## config.mk

```make
export PLATFORM = sky130hd
export DESIGN_NAME = btb_assoc
export DESIGN_NICKNAME = d
export VERILOG_FILES = /design/src/rtl/btb_assoc.sv
export SDC_FILE = /design/constraint.sdc
export NUM_CORES = 2
export LEC_CHECK = 0
export BUFFER_PORTS_ARGS = -buffer_cell sky130_fd_sc_hd__buf_2
export CAP_MARGIN = 20
export CORE_MARGIN = 1
export CORE_UTILIZATION = 46
export CTS_BUF_LIST = sky130_fd_sc_hd__clkbuf_4
export DETAILED_ROUTE_END_ITERATION = 10
export HOLD_SLACK_MARGIN = 0.12
export PLACE_DENSITY = 0.68
export REMOVE_ABC_BUFFERS = 1
export SLEW_MARGIN = 20
export SYNTH_ARGS = -nofsm -noshare
export SYNTH_HDL_FRONTEND = slang
export SYNTH_SLANG_ARGS = --single-unit
```

## constraint.sdc

```tcl
create_clock -name clk -period 9.2 [get_ports clk]
set_clock_uncertainty 0.2 [all_clocks]
set_input_delay 0.46 -clock clk [delete_from_list [all_inputs] [get_ports clk]]
set_output_delay 0.46 -clock clk [all_outputs]
set_load 0.02 [all_outputs]
```

## src/rtl/btb_assoc.sv

```systemverilog
// ============================================================================
// Module   : btb_assoc
// Purpose  : N-way set-associative branch target buffer with 2-bit direction
//            counters, round-robin replacement and a multi-cycle flush walker.
// Revision : 1.0
// ============================================================================
`default_nettype none

module btb_assoc #(
    parameter int SETS = 16,
    parameter int WAYS = 2
) (
    input  logic        clk,
    input  logic        rst,
    input  logic [31:0] lookup_pc,
    output logic        hit,
    output logic [31:0] pred_target,
    output logic        pred_branch,
    output logic        pred_jump,
    output logic        pred_taken,
    input  logic        upd_valid,
    input  logic [31:0] upd_pc,
    input  logic [31:0] upd_target,
    input  logic        upd_branch,
    input  logic        upd_taken,
    input  logic        flush,
    output logic        busy
);

    localparam int IDX_W = $clog2(SETS);
    localparam int TAG_W = 30 - IDX_W;
    localparam int PTR_W = (WAYS > 1) ? $clog2(WAYS) : 1;
    localparam logic [IDX_W-1:0] LAST_SET = IDX_W'(SETS - 1);

    typedef enum logic [0:0] {ST_IDLE = 1'b0, ST_FLUSH = 1'b1} state_t;

    state_t           state_q, state_d;
    logic [IDX_W-1:0] cnt_q, cnt_d;

    logic [WAYS-1:0]  valid_q  [SETS];
    logic [WAYS-1:0]  valid_d  [SETS];
    logic [WAYS-1:0]  branch_q [SETS];
    logic [WAYS-1:0]  branch_d [SETS];
    logic [PTR_W-1:0] ptr_q    [SETS];
    logic [PTR_W-1:0] ptr_d    [SETS];
    logic [1:0]       ctr_q    [SETS][WAYS];
    logic [1:0]       ctr_d    [SETS][WAYS];
    logic [TAG_W-1:0] tag_q    [SETS][WAYS];
    logic [TAG_W-1:0] tag_d    [SETS][WAYS];
    logic [31:0]      target_q [SETS][WAYS];
    logic [31:0]      target_d [SETS][WAYS];

    logic [IDX_W-1:0] lk_set;
    logic [TAG_W-1:0] lk_tag;
    logic             lk_found;
    logic [IDX_W-1:0] up_set;
    logic [TAG_W-1:0] up_tag;
    logic             up_hit;
    logic             up_inv;
    logic [PTR_W-1:0] up_hit_way;
    logic [PTR_W-1:0] up_inv_way;
    logic [PTR_W-1:0] up_way;
    logic             unused_pc_lsbs;

    assign lk_set = lookup_pc[1+IDX_W:2];
    assign lk_tag = lookup_pc[31:2+IDX_W];
    assign up_set = upd_pc[1+IDX_W:2];
    assign up_tag = upd_pc[31:2+IDX_W];
    assign busy   = (state_q == ST_FLUSH);
    assign unused_pc_lsbs = ^{lookup_pc[1:0], upd_pc[1:0]};

    // Lookup: lowest matching way wins; everything reads as a miss while flushing.
    always_comb begin
        hit         = 1'b0;
        pred_target = 32'h0;
        pred_branch = 1'b0;
        pred_jump   = 1'b0;
        pred_taken  = 1'b0;
        lk_found    = 1'b0;
        for (int w = 0; w < WAYS; w++) begin
            if (!lk_found && (state_q == ST_IDLE) && valid_q[lk_set][w]
                && (tag_q[lk_set][w] == lk_tag)) begin
                lk_found    = 1'b1;
                hit         = 1'b1;
                pred_target = target_q[lk_set][w];
                pred_branch = branch_q[lk_set][w];
                pred_jump   = !branch_q[lk_set][w];
                pred_taken  = !branch_q[lk_set][w] || ctr_q[lk_set][w][1];
            end
        end
    end

    // Way selection for the update port.
    always_comb begin
        up_hit     = 1'b0;
        up_inv     = 1'b0;
        up_hit_way = '0;
        up_inv_way = '0;
        for (int w = 0; w < WAYS; w++) begin
            if (!up_hit && valid_q[up_set][w] && (tag_q[up_set][w] == up_tag)) begin
                up_hit     = 1'b1;
                up_hit_way = PTR_W'(w);
            end
            if (!up_inv && !valid_q[up_set][w]) begin
                up_inv     = 1'b1;
                up_inv_way = PTR_W'(w);
            end
        end
        if (up_hit)      up_way = up_hit_way;
        else if (up_inv) up_way = up_inv_way;
        else             up_way = (WAYS > 1) ? ptr_q[up_set] : '0;
    end

    always_comb begin
        state_d  = state_q;
        cnt_d    = cnt_q;
        valid_d  = valid_q;
        branch_d = branch_q;
        ptr_d    = ptr_q;
        ctr_d    = ctr_q;
        tag_d    = tag_q;
        target_d = target_q;
        case (state_q)
            ST_IDLE: begin
                if (flush) begin
                    state_d = ST_FLUSH;
                    cnt_d   = '0;
                end else if (upd_valid) begin
                    valid_d[up_set][up_way]  = 1'b1;
                    branch_d[up_set][up_way] = upd_branch;
                    tag_d[up_set][up_way]    = up_tag;
                    target_d[up_set][up_way] = upd_target;
                    if (up_hit) begin
                        if (!upd_branch)
                            ctr_d[up_set][up_way] = 2'd3;
                        else if (upd_taken && ctr_q[up_set][up_way] != 2'd3)
                            ctr_d[up_set][up_way] = ctr_q[up_set][up_way] + 2'd1;
                        else if (!upd_taken && ctr_q[up_set][up_way] != 2'd0)
                            ctr_d[up_set][up_way] = ctr_q[up_set][up_way] - 2'd1;
                    end else begin
                        ctr_d[up_set][up_way] = (!upd_branch || upd_taken) ? 2'd2 : 2'd1;
                        // Pointer only moves when a live entry is evicted.
                        if (!up_inv)
                            ptr_d[up_set] = (WAYS > 1) ? ptr_q[up_set] + PTR_W'(1) : '0;
                    end
                end
            end
            ST_FLUSH: begin
                if (flush) begin
                    cnt_d = '0;
                end else begin
                    valid_d[cnt_q] = '0;
                    ptr_d[cnt_q]   = '0;
                    cnt_d          = cnt_q + IDX_W'(1);
                    if (cnt_q == LAST_SET)
                        state_d = ST_IDLE;
                end
            end
            default: state_d = ST_IDLE;
        endcase
    end

    always_ff @(posedge clk) begin
        if (rst) begin
            state_q <= ST_IDLE;
            cnt_q   <= '0;
            for (int s = 0; s < SETS; s++) begin
                valid_q[s]  <= '0;
                branch_q[s] <= '0;
                ptr_q[s]    <= '0;
                for (int w = 0; w < WAYS; w++)
                    ctr_q[s][w] <= 2'd0;
            end
        end else begin
            state_q  <= state_d;
            cnt_q    <= cnt_d;
            valid_q  <= valid_d;
            branch_q <= branch_d;
            ptr_q    <= ptr_d;
            ctr_q    <= ctr_d;
        end
        tag_q    <= tag_d;
        target_q <= target_d;
    end

endmodule

`default_nettype wire

```

==> flow_summary_export.csv <==
group,metric,value,unit
timing,slew_violations,0,
min_path,hold_class,"input port to register",
logic_synthesis,synth_seq_area_share,67.1,%
routing,postRouteAntennaNets,0,
final_layout,nNetsFinal,5299,
final_layout,nFillCells,14900,
logic_synthesis,synth_ff_type,"edfxtp_1",
timing,worst_pin_slew,1.13,ns
worst_setup_path,path_max_fanout,70,
clock_network,cts.sinks,2005,
worst_setup_path,critPathMaxStageDelay,0.61,ns
logic_synthesis,synth-seq-cells,2005,
grt,grt_max_degree,107,
logic_synthesis,synth-edff-count,1856,
timing,holdWs,0.236,ns
timing,rsz0062_at_grt,"no",
clock_network,path_clk_slew,0.07,ns
timing,setup_viol,0,
logic_synthesis,synth_warnings,0,
clock_network,clk_root_buffer_cell,"clkbuf_4",
routing,via_count,51500,
worst_setup_path,path_buf_inv,4,
timing,fmax,137,MHz
logic_synthesis,syn-mean-instance-area,19.2,um2
routing,via_per_inst,6.41,
job,drv_cap,0,
final_layout,area.growth.synth_to_final,13.3,%
worst_setup_path,cp.arrival,8.30,ns
final_layout,multi_input_area,0.0270,mm2
power,vdd_ir_drop_max,141,uV
timing,finalCritPeriodShare,79.3,%
floorplan,die_w,438,um
logic_synthesis,yosys.area.top_type_share,63.7,%
worst_setup_path,cp-start-kind,"input port",
worst_setup_path,crit_path_cell_trace,"dlygate4sd3_1, buf_8, buf_4, mux4_2, a31oi_1, o21ai_0, a311oi_1, a31oi_1, a2111oi_2, buf_4, a31oi_1, nor2_1, nor2_1, a21o_1, ha_1, mux2i_1, nand2b_1, a211o_1, o31ai_1, o2111a_1, a41o_1, a31o_2, a211o_2, o32ai_1",
worst_setup_path,crit_path_end_kind,"register",
clock_network,clk_path_buf_depth,4,
floorplan,start_util,46.4,%
floorplan,die_h,438,um
power,powerDensity,191,mW/mm2
routing,drc,10,
worst_setup_path,cp_slowest_cell,"nor2_1",
grt,overflow,0,
logic_synthesis,async_reset_ff_share,0,%
timing,setup_tns,0,ns
logic_synthesis,synth.area.top_cells,"edfxtp_1 64%, mux4_2 19%, dfxtp_1 3.4%",
timing,finalHoldViolCount,0,
routing,routedWlPerCell,31.9,um
clock_network,clk_latency,1.38,ns
placed_design,routabilityCongestion,0.915,
clock_network,cts-resized-gates,0,
placed_design,place_hpwl,144,mm
logic_synthesis,yosysTopAreaCell,"edfxtp_1",
routing,totalWireLength,256,mm
worst_setup_path,worst-setup-path-type,"input port to register",
clock_network,cts_tree,"built",
final_layout,drive_gt1_share,34.9,%
clock_network,cts_buffers,530,
worst_setup_path,critPathTopFamily,"compound AO/OA/AOI/OAI gates",
floorplan,dieArea,0.192,mm2
power,p_leak,0.0324,uW
logic_synthesis,synth_cells,4552,
routing,dr.pass1.iters,11,
floorplan,ios,139,
grt,grt_pass1_vias,51900,
timing,relSlewSlack,24.4,%
clock_network,cts-htree-levels,6,
floorplan,coreArea,0.188,mm2
floorplan,rows,159,
grt,grt_pass1_wl,365,mm
routing,drtIter0Drc,6824,
logic_synthesis,synth_cell_types,86,
final_layout,ff_latch_area,0.0587,mm2
timing,layout_min_cycle_time,7.29,ns
run_status,violations,"DRC",
placed_design,portBuffers,134,
grt,grt_antenna_before_repair,18,
run_status,status,"finished with violations",
logic_synthesis,syn_area,0.0874,mm2
worst_setup_path,crit_top_cell,"a31oi_1",
grt,track_usage,26.6,%
worst_setup_path,required,10.20,ns
-- layout make-up --
| type | count | area share (%) |
|---|---|---|
| Clock buffer | 757 | 5.73 |
| Tap cell | 2495 | 3.15 |
| Inverter | 82 | 0.371 |
| Clock inverter | 107 | 0.749 |
| Sequential cell | 2005 | 59.2 |
| Multi-Input combinational cell | 2155 | 27.2 |
| Timing Repair Buffer | 417 | 3.50 |
| Antenna cell | 15 | 0.0379 |
-- timing repair --
| action | 4_1_cts | 5_1_grt |
|---|---|---|
| hold buffers | 133 | 0 |
| endpoints found under the hold margin | 2006 | 0 |
| buffers inserted | 0 | 0 |
-- state kept, by name (all words and copies together), names as in the netlist --
register,flops
branch_q,32
busy,1
cnt_q,4
ctr_q,64
ptr_q,16
tag_q,832
target_q,1024
valid_q,32
-- cell usage in the layout (no fill, tap or decap), drive strengths merged, types with 29 or more instances in the layout --
cell,count
edfxtp,1856
buf,290
o311ai,31
inv,91
xor2,35
nand2b,54
mux2i,231
mux2,41
nand3,32
o22ai,34
clkbuf,759
mux4,743
o21ai,92
xnor2,76
dlygate4sd3,125
nor2b,31
a21oi,73
nor2,64
nand4,30
o31ai,29
clkinv,84
a22oi,54
nand2,165
dfxtp,149
nor3,42
-- worst paths after layout --
kind | start | endpoint | slack (ns) | cells after the start
worst min-delay path | flush | valid_q[1]$_SDFFE_PP0P_ | 0.24 | 7
worst max register to register | tag_q[525]$_DFFE_PP_ | ctr_q[41]$_SDFFE_PP0P_ | 2.24 | 19
worst min register to register | ctr_q[4]$_SDFFE_PP0P_ | ctr_q[4]$_SDFFE_PP0P_ | 0.26 | 2
worst max-delay path | upd_pc[3] | ctr_q[41]$_SDFFE_PP0P_ | 1.91 | 24
-- stage by stage --
step / util (%) / cell area (um2) / total power [uW] / cells / worst slack, ns
2_1_floorplan: - / 85900 / 10800 / 4242 / 1.06
3_3_place_gp: 48.4 / 91300 / 11400 / 7019 / 0.961
3_5_place_dp: 48.4 / 91300 / 11400 / 7019 / 0.947
4_1_cts: 52.6 / 99000 / 19100 / 8016 / 1.84
5_1_grt: 52.6 / 99100 / 19600 / 8031 / 1.60
6_report: 52.6 / 99100 / 19000 / 8033 / 1.91
-- power breakdown --
group          internal [uW]  leakage, uW  switching [uW]
sequential              9980       0.0179            8.94
combinational            533       0.0107             785
clock                   4090      0.00386            3570
-- synthesized netlist by cell type (7+ instances only) --
cell       number
o32ai_1        24
mux2_2         40
nor2_1         64
mux2i_1       231
o31ai_1        29
edfxtp_1     1856
dfxtp_1       149
buf_4          22
and2_1         12
o22ai_1        32
nand3_1        32
a22o_1         23
a21o_1          7
a22oi_1        54
inv_1          76
nor3_1         42
a211oi_1       24
a2bb2oi_1      10
buf_6          25
a221oi_1       22
clkbuf_1      158
nand2b_1       54
buf_2          30
nand2_1       165
xnor2_1        76
a21oi_1        73
xor2_1         35
mux4_2        735
buf_1          68
or3_1          10
nor2b_1        31
o211ai_1       22
o21a_1         11
mux4_1          8
nand4_1        30
nor4_1         16
and3_1         14
a31oi_1         8
o22a_1         18
o21ai_0        90
o311ai_0       28
-- routing by layer --
layer | global-route usage, % | vias to the layer above | part of all wire, %
li1 | - | 20800 | -
met1 | 35.9 | 26700 | 38
met2 | 41.3 | 3363 | 47
met3 | 6.49 | 601 | 11
met4 | 11.1 | 8 | 4.0
met5 | 0 | - | 0.020
-- tightest hold or removal path, delay by kind of cell --
family / cells / cell delay (ns)
simple gates: 4 / 0.57
compound gates: 1 / 0.07
buf+inv: 2 / 0.67
-- logic make-up after synthesis --
group | share of synthesized area [%]
AOI/OAI and AO/OA | 4.38
xor gates and xnor gates | 1.11
adders and majority gates | 0.0858
buffers and inverters | 2.13
DFF | 67.1
muxes | 22.3
and+or+nand+nor | 2.80
Note: power is estimated with default switching activity, not from simulation.
